===== src/rtl/up_down_counter.sv =====
// up_down_counter: BITS-wide wrap-around up/down counter with count enable
// and synchronous active-low reset; Q is driven straight from the register.
module up_down_counter #(
    parameter int BITS = 4
) (
    input  logic            clk,
    input  logic            reset_n,
    input  logic            enable,
    input  logic            up,
    output logic [BITS-1:0] Q
);
    logic [BITS-1:0] count;
    // Truncation to BITS bits gives the modulo-2^BITS wrap in both directions
    always_ff @(posedge clk)
        if (!reset_n)
            count <= '0;
        else if (enable)
            count <= up ? count + 1'b1 : count - 1'b1;
    assign Q = count;
endmodule


===== config.mk =====
export PLATFORM = sky130hd
export DESIGN_NAME = up_down_counter
export DESIGN_NICKNAME = d
export VERILOG_FILES = /design/src/rtl/up_down_counter.sv
export SDC_FILE = /design/constraint.sdc
export NUM_CORES = 1
export LEC_CHECK = 0
export BUFFER_PORTS_ARGS = -buffer_cell sky130_fd_sc_hd__buf_2
export CAP_MARGIN = 25
export CORE_AREA = 2 2 39 41
export DETAILED_ROUTE_END_ITERATION = 8
export DIE_AREA = 0 0 41 43
export PLACE_DENSITY = 0.41
export SETUP_SLACK_MARGIN = 0.15
export SYNTH_ARGS = -nofsm -noshare
export SYNTH_HDL_FRONTEND = slang
export SYNTH_SLANG_ARGS = --single-unit

===== constraint.sdc =====
create_clock -name clk -period 2.9 [get_ports clk]
set_input_delay 0.58 -clock clk [delete_from_list [all_inputs] [get_ports clk]]
set_output_delay 0.58 -clock clk [all_outputs]
set_load 0.03 [all_outputs]

; ---- After elaboration in Yosys (flattened, before gate mapping)
; Index checks and enable logic that the tools add are counted.
; W data, S select, Z words.
[classes]
add_sub_neg = 2
n_mul = 0
n_div = 0
order_cmp = 0
eq_ne = 0
shift = 0
muxes = 1
n_bitwise = 0
reduce_logical = 0
[op_table]
columns = op, n
row1 = $add A4 B1 Y4 const B, 1
row2 = $mux W4, 1
row3 = $sub A4 B1 Y4 const B, 1
[totals]
reg_bits = 4
latch_bits = 0
ramBits = 0
romBits = 0
inputBits = 4
output_inout_bits = 4
mem_count = 0

; ---- Longest topological paths before layout
; Gate-level depths: netlist (run 1).
[depth]
ltp_word = 2
mapped_depth = 6
depth_no_buf = 6

; ---- Least setup slack after synthesis (run 1)
; OpenSTA, ideal clock, no wires.
[synth_path]
kind = input-to-reg
from = input port up
to = register count[3] (netlist: Q[3])
arrival_time_ns = 1.612
setup_slack_ns = 1.216
stages = 6
path_cell_list = inv_1 -> ha_1 -> a21o_1 -> a21oi_2 -> mux2i_1 -> mux2i_1
[synth_between]
elab_chain_cells = 1
[synth_rtl]
columns = item, line_no
row1 = start: declaration, 9  ; input logic up,
row2 = $mux W4, 18  ; count <= up ? count + 1'b1 : count - 1'b1;
row3 = end signal: assignment, 18
row4 = end: declaration, 12  ; logic [BITS-1:0] count;
; No other way between the ends.
; A chain may end at the register's enable or synchronous reset.

; ---- Final worst setup path (run 1)
; Same ends and word-level chain as after synthesis.

==> results_dict.tcl, run 1 <==
set metrics [dict create \
    drc 0 \
    cts_tree "yes" \
    leakage_nw 0.171 \
    final_area_um2 314 \
    grt_pass1_vias 164 \
    post_synth.cell_area_avg_um2 10.1 \
    ys_top_cells_by_count "dfxtp_1, nand2_1, mux2i_1" \
    cts_setup_buffers 0 \
    grt.busiest_layer "met4" \
    crit_type "in -> reg" \
    initial_core_util_pct 17.5 \
    async_flop_share_pct 0 \
    synth_top_cell_area_share_pct 33.2 \
    drtIter0Drc 3 \
    vias 185 \
    ant_nets 0 \
    coreArea_mm2 0.00138 \
    die_area_mm2 0.00176 \
    fin_util_pct 22.7 \
    powerDensity_mw_per_mm2 610 \
    worst-path-max-fanout 4 \
    htreeDepth 1 \
    cts.sinks 4 \
    tns_ns 0 \
    nets 42 \
    cts_inserted_buffers 3 \
    wl_per_cell_um 8.33 \
    io_buffers 7 \
    pin_count 8 \
    grt_max_degree 7 \
    required_ns 3.06 \
    clkTransAtPathRegs_ns 0.03 \
    setup_violations 0 \
    clk_latency_ns 0.23 \
    grt_usage_pct 5.82 \
    synth_area_um2 241 \
    rsz0062_at_grt "false" \
    hp-class "reg -> reg" \
    setup.worst_path.end_class "flip-flop" \
    hold_depth 2 \
    rows 14 \
    ys_seq_area_share_pct 33.2 \
    hold_ws_ns 0.466 \
    rr_startpoint "Q[1]$_SDFFE_PN0P_" \
    synth_nets 31 \
    grt_overflow 0 \
    slew_viol_final 0 \
    diodes 0 \
    cap_violations 0 \
    fin_skew_ns 0.00140 \
    use_met3_pct 3.14 \
    syn_inst 24 \
    r2r_cells 5 \
    layout-drive-gt1-share_pct 33.3 \
    min_period_ns 1.63 \
    maxSlewHeadroom_pct 88.9 \
    gp_congestion 0.647 \
    yosys_warnings 0 \
    synth.largest_area_cell "dfxtp_1" \
    wirelength_um 408 \
    post_cts_resized 0 \
    place_area_um2 292 \
    area_delta_synth_final_pct 30.1 \
    antenna_found_initial 0 \
    clock_path_buffers 2 \
    ir_drop_mv 0.157 \
    hold_violations 0 \
    die_w_um 41 \
    grtUsageMet2_pct 6.25 \
    synth.distinct_cells 15 \
    crit_arrival_ns 1.79 \
    dieHeight_um 43 \
    met1_usage_pct 6.43 \
    grt_pass1_wl_um 600 \
    ys_seq_elements 4 \
    ys.flop_type "dfxtp_1" \
    r2r_setup_slack_ns 1.44 \
    synthTopCellsByArea "dfxtp_1, mux2i_1, ha_1, fa_1, nand2_1" \
    viasPerCell 3.78 \
    holdPathEnd "Q[3]$_SDFFE_PN0P_" \
    cts_hold_buf 0 \
    largest_reg_flops 4 \
    root_buffer "clkbuf_4" \
    min_period_over_period_pct 56.3 \
    worstMarginPinSlew_ns 0.161 \
    synth_edf_count 0 \
    min_from "Q[3]$_SDFFE_PN0P_" \
    drt-pass1-iter-count 2 \
    cp-start-kind "input pin" \
    fmax_ghz 0.612 \
    rr_endpoint "Q[3]$_SDFFE_PN0P_" \
    status "complete, no violations" \
]
## routing by layer
| layer | up-vias | wire length (um) |
|---|---|---|
| met5 | - | 0 |
| met4 | 0 | 0 |
| met3 | 0 | 30 |
| met2 | 5 | 190 |
| met1 | 82 | 187 |
| li1 | 98 | - |
## through the flow
step / setup WS [ns] / power (mW) / instances
6_report: 1.27 / 0.192 / 49
5_1_grt: 1.20 / 0.207 / 49
2_1_floorplan: 1.22 / 0.114 / 24
3_5_place_dp: 1.01 / 0.128 / 46
3_3_place_gp: 1.03 / 0.128 / 46
4_1_cts: 1.25 / 0.198 / 49
## worst max path at each step
stage                     startpoint           endpoint  slack (ns)  cells past startpoint
final                             up  Q[3]$_SDFFE_PN0P_        1.27                      7
after global routing              up  Q[3]$_SDFFE_PN0P_        1.20                      7
after CTS                         up  Q[3]$_SDFFE_PN0P_        1.25                      7
after detailed placement          up  Q[3]$_SDFFE_PN0P_        1.01                      7
after global placement            up  Q[3]$_SDFFE_PN0P_        1.03                      7
after floorplan                   up  Q[3]$_SDFFE_PN0P_        1.22                      6
## critical path: stages
cell	delay [ns]
buf_2	0.10
inv_1	0.12
ha_1	0.25
a21o_1	0.19
a21oi_2	0.14
mux2i_1	0.22
mux2i_1	0.19
## where the power goes
group / leakage, nW / internal [mW] / switching [mW]
clock: 0.0138 / 0.0460 / 0.0194
sequential: 0.0332 / 0.0624 / 0.00712
combinational: 0.124 / 0.0246 / 0.0321
## kinds of logic after synthesis
logic type	Yosys count	synth area share (%)
simple gates	7	14.0
flops	4	33.2
compound gates	3	10.9
mux	3	12.4
fa+ha+maj	3	18.7
xor+xnor	2	7.26
buf+inv	2	3.62
## layout make-up
class | count | area, um^2
fill | 160 | 1070
sequential | 4 | 80.1
tap | 16 | 20.0
multi-input combinational | 18 | 153
inverter | 1 | 3.75
timing repair buffer | 7 | 35.0
clock buffer | 3 | 22.5
## cell usage in the layout, fill, tap and decap left out, types with 2 or more instances in the layout
cell / synthesis / routed
buf_2: 0 / 7
mux2i_1: 3 / 3
nand2_1: 4 / 4
dfxtp_1: 4 / 4
clkbuf_4: 0 / 3
ha_1: 2 / 2
Note: power is estimated with default switching activity, not from simulation.
==> run 2, diff against run 1 <==
--- a/config.mk
+++ b/config.mk
@@ -5,12 +5,13 @@
 export SDC_FILE = /design/constraint.sdc
 export NUM_CORES = 1
 export LEC_CHECK = 0
+export ABC_AREA = 1
 export BUFFER_PORTS_ARGS = -buffer_cell sky130_fd_sc_hd__buf_2
 export CAP_MARGIN = 25
 export CORE_AREA = 2 2 39 41
 export DETAILED_ROUTE_END_ITERATION = 8
 export DIE_AREA = 0 0 41 43
-export PLACE_DENSITY = 0.41
+export PLACE_DENSITY = 0.43
 export SETUP_SLACK_MARGIN = 0.15
 export SYNTH_ARGS = -nofsm -noshare
 export SYNTH_HDL_FRONTEND = slang
==> constraint.sdc (replaced) <==
create_clock -name clk -period 1.4 [get_ports clk]
set_input_delay 0.28 -clock clk [delete_from_list [all_inputs] [get_ports clk]]
set_output_delay 0.28 -clock clk [all_outputs]
set_load 0.03 [all_outputs]
==> run 2 against run 1 <==
  * Count of clock-buffer cells in the layout unchanged
  * Area after synthesis up 4.7%
  * Sequential power up 110%
  * Sequential cell count unchanged
  * Via count up 29%
  * Largest cell class unchanged
  * Largest power group unchanged
==> results_dict.tcl, run 2 <==
set metrics [dict create \
    ys_seq_elements 4 \
    wirelength_um 504 \
    clk_latency_ns 0.24 \
    worst-path-max-fanout 4 \
    htreeDepth 1 \
    drtIter0Drc 4 \
    area_delta_synth_final_pct 37.1 \
    dieHeight_um 43 \
    grt_pass1_vias 214 \
    vias 238 \
    met1_usage_pct 6.73 \
    place_area_um2 312 \
    finalNonFillerCells 62 \
    hold_violations 0 \
    initial_core_util_pct 18.3 \
    slew_viol_final 0 \
    grt_overflow 0 \
    synth_area_um2 253 \
    root_buffer "clkbuf_4" \
    yosysMostFrequentCell "nand2_1" \
    wl_per_cell_um 8.13 \
    setup.worst_path.end_class "flip-flop" \
    min_period_ns 1.18 \
    ant_nets 0 \
    grt_pass1_wl_um 786 \
    largest_reg_flops 4 \
    clkTransAtPathRegs_ns 0.04 \
    worstMarginPinSlew_ns 0.186 \
    drt-pass1-iter-count 3 \
    coreArea_mm2 0.00138 \
    grtUsageMet2_pct 9.38 \
    synth_edf_count 0 \
    pin_count 8 \
    async_flop_share_pct 0 \
    cts_hold_buf 0 \
    antenna_found_initial 0 \
    synth_nets 43 \
    ys.flop_type "dfxtp_1" \
    tns_ns 0 \
    diodes 0 \
    use_met3_pct 3.14 \
    status "complete, no violations" \
    layout_commonest_cell "nand2_1" \
    final_cell_mix "nand2_1, inv_1, buf_2" \
    clock_path_buffers 2 \
    fin_skew_ns 0.00252 \
    synth.distinct_cells 12 \
    hp-class "in -> reg" \
    maxSlewHeadroom_pct 87.6 \
    rsz0062_at_grt "true" \
    grt_usage_pct 7.52 \
    numPlacedInstances 59 \
    viasPerCell 3.84 \
    crit_arrival_ns 1.31 \
    dp.final_hpwl_um 409 \
    cap_violations 0 \
    setup_violations 0 \
    yosys_warnings 0 \
    cts_inserted_buffers 3 \
    synth_top_cell_area_share_pct 31.7 \
    die_w_um 41 \
    post_synth.cell_area_avg_um2 7.02 \
    synthTopCellsByArea "dfxtp_1, nand2_1, inv_1, ha_1, nor2_1" \
    hold_ws_ns 0.288 \
    required_ns 1.53 \
    gp_congestion 0.664 \
    cts.sinks 4 \
    final_area_um2 347 \
    drc 0 \
    ys_seq_area_share_pct 31.7 \
    syn_inst 36 \
    fmax_ghz 0.847 \
    fillers 162 \
    io_buffers 7 \
    leakage_nw 0.193 \
    rows 14 \
    crit_type "reg -> reg" \
    powerDensity_mw_per_mm2 1170 \
    ir_drop_mv 0.216 \
    min_period_over_period_pct 84.3 \
    grt.busiest_layer "met4" \
    cp-start-kind "flip-flop" \
    die_area_mm2 0.00176 \
    layout-drive-gt1-share_pct 30.4 \
    synth.largest_area_cell "dfxtp_1" \
    cts_tree "yes" \
    grt_max_degree 6 \
    nets 55 \
    ys_top_cells_by_count "nand2_1, inv_1, nor2_1" \
]
## run 2: cells by family after synthesis
family | synth area share [%]
AOI/OAI and AO/OA | 5.94
buffers and inverters | 10.4
DFF | 31.7
xor gates and xnor gates | 6.93
adders and majority gates | 17.8
and+or+nand+nor | 27.2
## run 2: report_power, final
part | switching (mW) | leakage (nW) | internal, mW | total [mW]
combinational | 0.0707 | 0.145 | 0.0470 | 0.118
sequential | 0.0146 | 0.0341 | 0.129 | 0.144
clock | 0.0475 | 0.0138 | 0.0959 | 0.143
total | 0.133 | 0.193 | 0.272 | 0.405
## run 2: cell type report
| class | instances | area (um^2) | area share (%) |
|---|---|---|---|
| Multi-Input combinational cell | 25 | 159 | 45.8 |
| Sequential cell | 4 | 83.8 | 24.2 |
| Timing Repair Buffer | 7 | 35.0 | 10.1 |
| Inverter | 7 | 26.3 | 7.58 |
| Clock buffer | 3 | 22.5 | 6.50 |
| Tap cell | 16 | 20.0 | 5.78 |
## run 2: timing repair
action,4_1_cts,5_1_grt
resized for setup,0,2
setup buffers,0,0
endpoints found under the setup margin,0,2
## run 2: per-layer routing
layer  up-vias  share of wire (%)
met5         -                  0
met4         0                2.8
met3         2                3.6
met2         5                 54
met1       103                 39
li1        128                  -
## run 2: final timing paths
kind	startpoint	end	slack, ns	cells past startpoint
setup / recovery	Q[0]$_SDFFE_PN0P_	Q[2]$_SDFFE_PN0P_	0.22	4
hold reg to reg	Q[0]$_SDFFE_PN0P_	Q[0]$_SDFFE_PN0P_	0.54	2
setup reg to reg	Q[0]$_SDFFE_PN0P_	Q[2]$_SDFFE_PN0P_	0.22	4
hold / removal	reset_n	Q[1]$_SDFFE_PN0P_	0.29	3
## run 2: through the flow
step                total power, mW  worst slack [ns]  util (%)
finish                        0.405             0.220      25.0
global route                  0.443             0.133      25.0
CTS                           0.405             0.173      24.1
detailed placement            0.257            0.0361      22.5
global placement              0.257            0.0416      22.5
floorplan                     0.226             0.161         -
## run 2: critical path, cell delays in order (launching register included)
cell     delay [ns]
dfxtp_2        0.34
fa_1           0.43
xor2_1         0.15
o21ai_1        0.11
inv_1          0.05
